[src/rtl/i2s_slave_tx.sv]
// Philips I2S slave transmitter: bclk/lrclk come from an external master and are
// oversampled in the clk domain; stereo samples arrive through a one-deep holding register.
module i2s_slave_tx #(
  parameter int unsigned DATA_WIDTH = 24,
  parameter int unsigned CNT_WIDTH  = 6
) (
  input  logic                  clk,
  input  logic                  rst_n,
  input  logic                  audio_bclk,
  input  logic                  audio_lrclk,
  output logic                  audio_sdata,
  input  logic                  in_valid,
  output logic                  in_ready,
  input  logic [DATA_WIDTH-1:0] in_ldata,
  input  logic [DATA_WIDTH-1:0] in_rdata,
  output logic                  frame_start,
  output logic                  underrun
);

  localparam logic [CNT_WIDTH-1:0] CNT_SAT = CNT_WIDTH'(DATA_WIDTH);

  logic                  bclk_s1_q, bclk_s2_q, bclk_h_q;
  logic                  lr_s1_q, lr_s2_q;
  logic                  bclk_fall;
  logic                  accept;

  logic                  hold_empty_q, hold_empty_d;
  logic [DATA_WIDTH-1:0] hold_l_q, hold_l_d;
  logic [DATA_WIDTH-1:0] hold_r_q, hold_r_d;
  logic [DATA_WIDTH-1:0] act_r_q, act_r_d;
  logic [DATA_WIDTH-1:0] shift_q, shift_d;
  logic [CNT_WIDTH-1:0]  cnt_q, cnt_d;
  logic                  lr_seen_q, lr_seen_d;
  logic                  lr_prev_q, lr_prev_d;
  logic                  sdata_q, sdata_d;
  logic                  frame_start_q, frame_start_d;
  logic                  underrun_q, underrun_d;

  // Two-flop synchronisers plus a history stage on bclk for falling-edge detection
  always_ff @(posedge clk) begin
    if (!rst_n) begin
      bclk_s1_q <= 1'b0;
      bclk_s2_q <= 1'b0;
      bclk_h_q  <= 1'b0;
      lr_s1_q   <= 1'b0;
      lr_s2_q   <= 1'b0;
    end else begin
      bclk_s1_q <= audio_bclk;
      bclk_s2_q <= bclk_s1_q;
      bclk_h_q  <= bclk_s2_q;
      lr_s1_q   <= audio_lrclk;
      lr_s2_q   <= lr_s1_q;
    end
  end

  // State register
  always_ff @(posedge clk) begin
    if (!rst_n) begin
      hold_empty_q  <= 1'b1;
      hold_l_q      <= '0;
      hold_r_q      <= '0;
      act_r_q       <= '0;
      shift_q       <= '0;
      cnt_q         <= '0;
      lr_seen_q     <= 1'b0;
      lr_prev_q     <= 1'b0;
      sdata_q       <= 1'b0;
      frame_start_q <= 1'b0;
      underrun_q    <= 1'b0;
    end else begin
      hold_empty_q  <= hold_empty_d;
      hold_l_q      <= hold_l_d;
      hold_r_q      <= hold_r_d;
      act_r_q       <= act_r_d;
      shift_q       <= shift_d;
      cnt_q         <= cnt_d;
      lr_seen_q     <= lr_seen_d;
      lr_prev_q     <= lr_prev_d;
      sdata_q       <= sdata_d;
      frame_start_q <= frame_start_d;
      underrun_q    <= underrun_d;
    end
  end

  // Next-state: channel starts, bit shifting and the holding-register handshake
  always_comb begin
    bclk_fall     = bclk_h_q & ~bclk_s2_q;
    accept        = in_valid & hold_empty_q;
    hold_empty_d  = hold_empty_q;
    hold_l_d      = hold_l_q;
    hold_r_d      = hold_r_q;
    act_r_d       = act_r_q;
    shift_d       = shift_q;
    cnt_d         = cnt_q;
    lr_seen_d     = lr_seen_q;
    lr_prev_d     = lr_prev_q;
    sdata_d       = sdata_q;
    frame_start_d = 1'b0;
    underrun_d    = 1'b0;

    if (bclk_fall) begin
      lr_prev_d = lr_s2_q;
      lr_seen_d = 1'b1;
      if (lr_seen_q && (lr_s2_q != lr_prev_q)) begin
        // Channel start: this bit period is the one-bit I2S delay slot
        sdata_d = 1'b0;
        cnt_d   = '0;
        if (!lr_s2_q) begin
          frame_start_d = 1'b1;
          if (!hold_empty_q) begin
            act_r_d      = hold_r_q;
            shift_d      = hold_l_q;
            hold_empty_d = 1'b1;
          end else begin
            act_r_d    = '0;
            shift_d    = '0;
            underrun_d = 1'b1;
          end
        end else begin
          shift_d = act_r_q;
        end
      end else if (cnt_q < CNT_SAT) begin
        sdata_d = shift_q[DATA_WIDTH-1];
        shift_d = {shift_q[DATA_WIDTH-2:0], 1'b0};
        cnt_d   = cnt_q + CNT_WIDTH'(1);
      end else begin
        sdata_d = 1'b0;
      end
    end

    // An accept can only happen while empty, so it never collides with the hold->active move
    if (accept) begin
      hold_l_d     = in_ldata;
      hold_r_d     = in_rdata;
      hold_empty_d = 1'b0;
    end
  end

  assign audio_sdata = sdata_q;
  assign in_ready    = hold_empty_q;
  assign frame_start = frame_start_q;
  assign underrun    = underrun_q;

endmodule
[config.mk]
export PLATFORM = sky130hd
export DESIGN_NAME = i2s_slave_tx
export DESIGN_NICKNAME = d
export VERILOG_FILES = /design/src/rtl/i2s_slave_tx.sv
export SDC_FILE = /design/constraint.sdc
export NUM_CORES = 1
export LEC_CHECK = 0
export CORE_ASPECT_RATIO = 1.2
export CORE_UTILIZATION = 50
export CTS_CLUSTER_DIAMETER = 30
export CTS_CLUSTER_SIZE = 8
export DETAILED_ROUTE_END_ITERATION = 6
export PLACE_DENSITY = 0.8
export SKIP_CTS_REPAIR_TIMING = 1
export SLEW_MARGIN = 25
export SYNTH_ARGS = -nofsm -noshare
export SYNTH_HDL_FRONTEND = slang
export SYNTH_SLANG_ARGS = --single-unit
[constraint.sdc]
create_clock -name clk -period 1.7 [get_ports clk]
set_input_delay 0.255 -clock clk [delete_from_list [all_inputs] [get_ports clk]]
set_output_delay 0.255 -clock clk [all_outputs]
set_load 0.01 [all_outputs]
==> flow_metrics.tcl, run 1 <==
set metrics [dict create \
    status "completed" \
    dp_slack_ns 0.02835 \
    rsz0062_at_grt "no" \
    die_w_um 88.90 \
    finalMaxSlewViolations 0 \
    drcViolationCount 0 \
    switchingPower_mw 1.414 \
    tritoncts "built" \
    worst_hold_startpoint "in_rdata[9]" \
    die_h_um 106.3 \
    cp.required_ns 1.44 \
    seqPwrFrac_pct 43.3 \
    clk_pin_slew_ns 0.05 \
    antenna_found_initial 0 \
    post-dp-hpwl_um 6574 \
    final_util_pct 66.07 \
    drive_gt1_share_pct 9.291 \
    num_vias 3919 \
    synth_cell_types 43 \
    ys_seq_area_share_pct 49.93 \
    io_pins 57 \
    hold_viol 0 \
    clockPowerShare_pct 49.8 \
    syn-num-nets 588 \
    num_antenna_cells 0 \
    initial_core_util_pct 52.06 \
    timing.slew.headroom_pct 67.76 \
    worstMarginPinSlew_ns 0.4835 \
    grt_pass1_vias 3827 \
    fin_ws_ns 0.07826 \
    synth-seq-cells 113 \
    worstSetupStartpointType "flip-flop" \
    numCtsBuffers 17 \
    wire_per_inst_um 14.71 \
    leakagePower_nw 2.110 \
    max_freq_mhz 616.6 \
    worst_r2r_path_depth 5 \
    slowest_stage "clkdlybuf4s50_1" \
    cp.depth 1 \
    layout_commonest_cell "nand2_1" \
    avgSynthCellArea_um2 8.484 \
    end_kind "primary output" \
    ys_async_sr_fraction_pct 0 \
    cts-htree-levels 4 \
    ant_nets 0 \
    synth_area_um2 4531 \
    crit_fanout 2 \
    p_per_area_nw_per_um2 1119 \
    synth-edff-count 0 \
    worstPathCellList "clkdlybuf4s50_1" \
    ff2ff_setup_slack_ns 0.15 \
    finalCritPeriodShare_pct 95.40 \
    vias_per_cell 5.528 \
    dr.pass1.iters 5 \
    nets 634 \
    rows 37 \
    design_area_um2 5751 \
    ir_drop_mv 0.6411 \
    port_buffers 56 \
    drt_wl_total_um 10430 \
    crit_arrival_ns 1.37 \
    yosysWarningCount 0 \
    grt_pass1_wl_um 17410 \
    grt_usage_pct 24.16 \
    syn_to_final_growth_pct 26.93 \
    path_class "flip-flop to primary output" \
    crit_family "buffers and inverters" \
    rr_endpoint "shift_q[17]" \
    clk_root_buffer_cell "clkbuf_8" \
    total_power_mw 6.435 \
    internal_power_mw 5.021 \
    hp-class "input port to flip-flop" \
    drtIter0Drc 332 \
    insertion_delay_ns 0.52 \
    gp_routability_congestion 0.7332 \
    grt_max_degree 50 \
    final_cell_mix "nand2_1 (153), dfxtp_1 (111), a21oi_1 (91)" \
    synth_top_flop_cell "dfxtp_1" \
    min_path_cells 3 \
    slowest_delay_ns 0.53 \
    cts.sinks 113 \
    worstHoldEndpoint "hold_r_q[9]" \
    clockBufferDepth 2 \
    switching_share_pct 21.97 \
    timing.max_cap.violations 0 \
    combPwrFrac_pct 6.9 \
    fin_skew_ns 0.006249 \
    synthCells 534 \
    cp-startpoint "audio_sdata" \
    fin_crit_ns 1.622 \
    die_area_um2 9447 \
    r2r_start "lr_prev_q" \
    core_area_um2 8703 \
    setup_viol 0 \
    crit_buf_inv 1 \
    grt-ovfl-total 0 \
    dpl-instance-area_um2 5192 \
]
## sequential cells by signal, indices dropped and copies added, names as in the netlist
signal / flops
lr_s2_q: 1
shift_q: 24
hold_r_q: 24
frame_start: 1
cnt_q: 6
audio_sdata: 1
act_r_q: 24
bclk_h_q: 1
bclk_s2_q: 1
underrun: 1
bclk_s1_q: 1
hold_l_q: 24
in_ready: 1
lr_s1_q: 1
lr_prev_q: 1
lr_seen_q: 1
## tightest hold or removal path, cell delays in order
cell	delay [ns]
clkdlybuf4s50_1	0.40
nand2_1	0.05
a21oi_1	0.05
## final cells by class
| cell class | count | area (µm²) |
|---|---|---|
| Tap cell | 117 | 146.4 |
| Clock inverter | 6 | 55.05 |
| Fill cell | 713 | 2953 |
| Clock buffer | 25 | 484.2 |
| Sequential cell | 113 | 2267 |
| Multi-Input combinational cell | 376 | 2043 |
| Inverter | 1 | 3.754 |
| Timing Repair Buffer | 71 | 750.7 |
## worst max-delay path by stage
stage / to
global route: audio_sdata
detailed placement: shift_q[17]
floorplan: shift_q[20]
finish: audio_sdata
CTS: in_ready
global placement: shift_q[22]
## through the flow
stage / setup TNS [ns] / std cells / hold slack, ns
CTS: -0.3522 / 709 / 0.2722
finish: 0 / 709 / 0.2857
floorplan: 0 / 534 / 0.3823
global placement: 0 / 678 / 0.4217
global route: 0 / 709 / 0.2891
detailed placement: 0 / 678 / 0.4271
## synthesized netlist by cell type (6+ instances only)
cell,count,share of area (%)
a21oi_1,91,10
a221oi_1,17,3.3
and2_1,9,1.2
buf_2,12,1.3
buf_4,6,0.99
clkbuf_1,19,1.6
dfxtp_1,113,50
mux2i_1,7,1.5
nand2_1,153,13
nand2b_1,7,0.97
nand3b_1,24,4.0
nor2_1,8,0.66
o21ai_0,11,1.2
o31ai_1,17,2.8
## cells by family (layout without fill, tap and decap cells)
family                   Yosys count  in the layout  share of synthesized area (%)
AO/OA/AOI/OAI                    151            151                          20.46
multiplexers                       7              7                          1.547
flip-flops                       113            113                          49.93
XOR/XNOR                           1              1                         0.6076
AND/OR/NAND/NOR                  216            216                          21.96
buffers and inverters             45            103                          5.219
adder cells (fa/ha/maj)            1              1                         0.2761
## power by group through the flow
stage	clock network [mW]	logic [mW]	registers, mW
5_1_grt	3.34	0.490	2.80
6_report	3.20	0.445	2.79
3_3_place_gp	0	0.428	2.84
4_1_cts	3.23	0.444	2.79
2_1_floorplan	0	0.257	2.81
3_5_place_dp	0	0.440	2.84
## layer usage
| layer | GRT usage, % | vias up | wire, µm |
|---|---|---|---|
| met5 | 0 | - | 0 |
| met4 | 11.06 | 0 | 280 |
| met3 | 6.910 | 23 | 624 |
| met2 | 40.27 | 118 | 5194 |
| met1 | 28.25 | 1851 | 4329 |
| li1 | - | 1927 | - |
No activity file was read; power rests on OpenSTA's default activity.
==> inputs of run 2 (changes only) <==
--- a/config.mk
+++ b/config.mk
@@ -5,12 +5,13 @@
 export SDC_FILE = /design/constraint.sdc
 export NUM_CORES = 1
 export LEC_CHECK = 0
+export CAP_MARGIN = 20
 export CORE_ASPECT_RATIO = 1.2
-export CORE_UTILIZATION = 50
+export CORE_UTILIZATION = 40
 export CTS_CLUSTER_DIAMETER = 30
 export CTS_CLUSTER_SIZE = 8
 export DETAILED_ROUTE_END_ITERATION = 6
-export PLACE_DENSITY = 0.8
+export PLACE_DENSITY = 0.68
 export SKIP_CTS_REPAIR_TIMING = 1
 export SLEW_MARGIN = 25
 export SYNTH_ARGS = -nofsm -noshare
==> constraint.sdc (replaced) <==
create_clock -name clk -period 1.7 [get_ports clk]
set_input_delay 0.17 -clock clk [delete_from_list [all_inputs] [get_ports clk]]
set_output_delay 0.17 -clock clk [all_outputs]
set_load 0.01 [all_outputs]
==> run 2 against run 1 <==
Design area increased by 1.6%. Final cell count rose by 2.5%. Die area grew 24%. Via count decreased by 2.6%. Clock skew is 0.014 ns higher. Maximum frequency shrank 4.3%. Global-route usage shrank 5.3 points. Sequential cell count stayed put. Clock-buffer cell count decreased by 4. Clock power rose by 13%. Hold slack improved by 0.014 ns. Wire length increased by 0.33%. Critical endpoint is now in_ready. Largest cell class unchanged. Largest power group unchanged.
==> flow_metrics.tcl, run 2 (synthesis gave the netlist of run 1 again) <==
set metrics [dict create \
    end_kind "primary output" \
    hp-class "input port to flip-flop" \
    insertion_delay_ns 0.42 \
    hold_viol 0 \
    dr.pass1.iters 5 \
    cts.sinks 113 \
    setup_tns_ns 0 \
    fin_ws_ns 0.004648 \
    cp.required_ns 1.53 \
    slowest_delay_ns 0.62 \
    grt_max_degree 69 \
    drt_wl_total_um 10460 \
    die_w_um 99.16 \
    post-dp-hpwl_um 6873 \
    combPwrFrac_pct 6.6 \
    nets 636 \
    timing.slew.headroom_pct 53.28 \
    fillCellCount 1024 \
    io_pins 57 \
    clk_pin_slew_ns 0.05 \
    cts-htree-levels 4 \
    layout_commonest_cell "nand2_1" \
    drtIter0Drc 270 \
    worstSetupStartpointType "flip-flop" \
    antenna_found_initial 0 \
    rsz0062_at_grt "yes" \
    wire_per_inst_um 14.39 \
    clk_root_buffer_cell "clkbuf_16" \
    die_area_um2 11760 \
    grt_usage_pct 18.90 \
    crit_buf_inv 1 \
    status "completed" \
    clockPowerShare_pct 52.8 \
    timing.max_cap.violations 0 \
    worstPathCellList "clkdlybuf4s50_1" \
    setup_viol 0 \
    vias_per_cell 5.252 \
    grt_pass1_wl_um 17520 \
    finalCritPeriodShare_pct 99.73 \
    switchingPower_mw 1.465 \
    drive_gt1_share_pct 9.916 \
    port_buffers 56 \
    tritoncts "built" \
    crit_family "buffers and inverters" \
    max_freq_mhz 589.8 \
    syn_to_final_growth_pct 28.91 \
    drcViolationCount 0 \
    seqPwrFrac_pct 40.5 \
    p_per_area_nw_per_um2 1175 \
    initial_core_util_pct 41.05 \
    grt_pass1_vias 3822 \
    grt-ovfl-total 0 \
    finalMaxSlewViolations 0 \
    num_antenna_cells 0 \
    regArea_um2 2262 \
    leakagePower_nw 2.145 \
    switching_share_pct 21.35 \
    core_area_um2 11040 \
    rows 42 \
    ir_drop_mv 0.5433 \
    num_vias 3818 \
    slowest_stage "clkdlybuf4s50_1" \
    multi_input_area_um2 2032 \
    dp_slack_ns 0.1034 \
    path_class "flip-flop to primary output" \
    worstMarginPinSlew_ns 0.7001 \
    numCtsBuffers 17 \
    final_cell_mix "nand2_1 (153), dfxtp_1 (113), a21oi_1 (91)" \
    die_h_um 118.6 \
    fin_skew_ns 0.02065 \
    fin_crit_ns 1.695 \
    gp_routability_congestion 0.7714 \
    ant_nets 0 \
    clockBufferDepth 2 \
    crit_arrival_ns 1.53 \
    internal_power_mw 5.397 \
    crit_fanout 10 \
]
## run 2: per-stage QoR
step	utilization [%]	instances	hold WS (ns)	area [µm²]	power (mW)
final	52.93	727	0.2994	5841	6.862
after floorplan	-	534	0.2973	4531	3.071
after detailed placement	47.36	695	0.4400	5226	3.293
after global routing	52.93	727	0.3047	5841	7.084
after global placement	47.36	695	0.4209	5226	3.280
after CTS	52.93	727	0.2981	5841	6.904
## run 2: tightest hold or removal path, cell delays in order
cell and delay (ns):
clkdlybuf4s50_1 0.40, nand2_1 0.06, a21oi_1 0.05
## run 2: area by class of cell
type                    count  share of cell area [%]
clock buffers              21                   8.226
clock inverters            11                   2.292
inverters                   1                 0.06427
multi-input cells         376                   34.79
flip-flops and latches    113                   38.73
well taps                 132                   2.828
repair buffers             73                   13.07
## run 2: layer usage
layer | vias to the layer above | wire [µm] | GRT usage, %
li1 | 1931 | - | -
met1 | 1790 | 4616 | 22.75
met2 | 81 | 5217 | 31.29
met3 | 16 | 407 | 5.795
met4 | 0 | 222 | 7.537
met5 | - | 0 | 0
## run 2: worst paths after layout
path | startpoint | end | slack, ns | depth (start not counted)
max | in_ready | in_ready | 0.005 | 1
min | in_rdata[18] | hold_r_q[18] | 0.30 | 3
max reg2reg | lr_s2_q | shift_q[12] | 0.07 | 4
min reg2reg | bclk_s1_q | bclk_s2_q | 0.45 | 1
## run 2: power by group through the flow
| stage | combinational (mW) | sequential (mW) | clock [mW] |
|---|---|---|---|
| after detailed placement | 0.457 | 2.84 | 0 |
| after global routing | 0.499 | 2.79 | 3.80 |
| after CTS | 0.459 | 2.78 | 3.66 |
| final | 0.455 | 2.78 | 3.62 |
| after floorplan | 0.257 | 2.81 | 0 |
| after global placement | 0.446 | 2.83 | 0 |
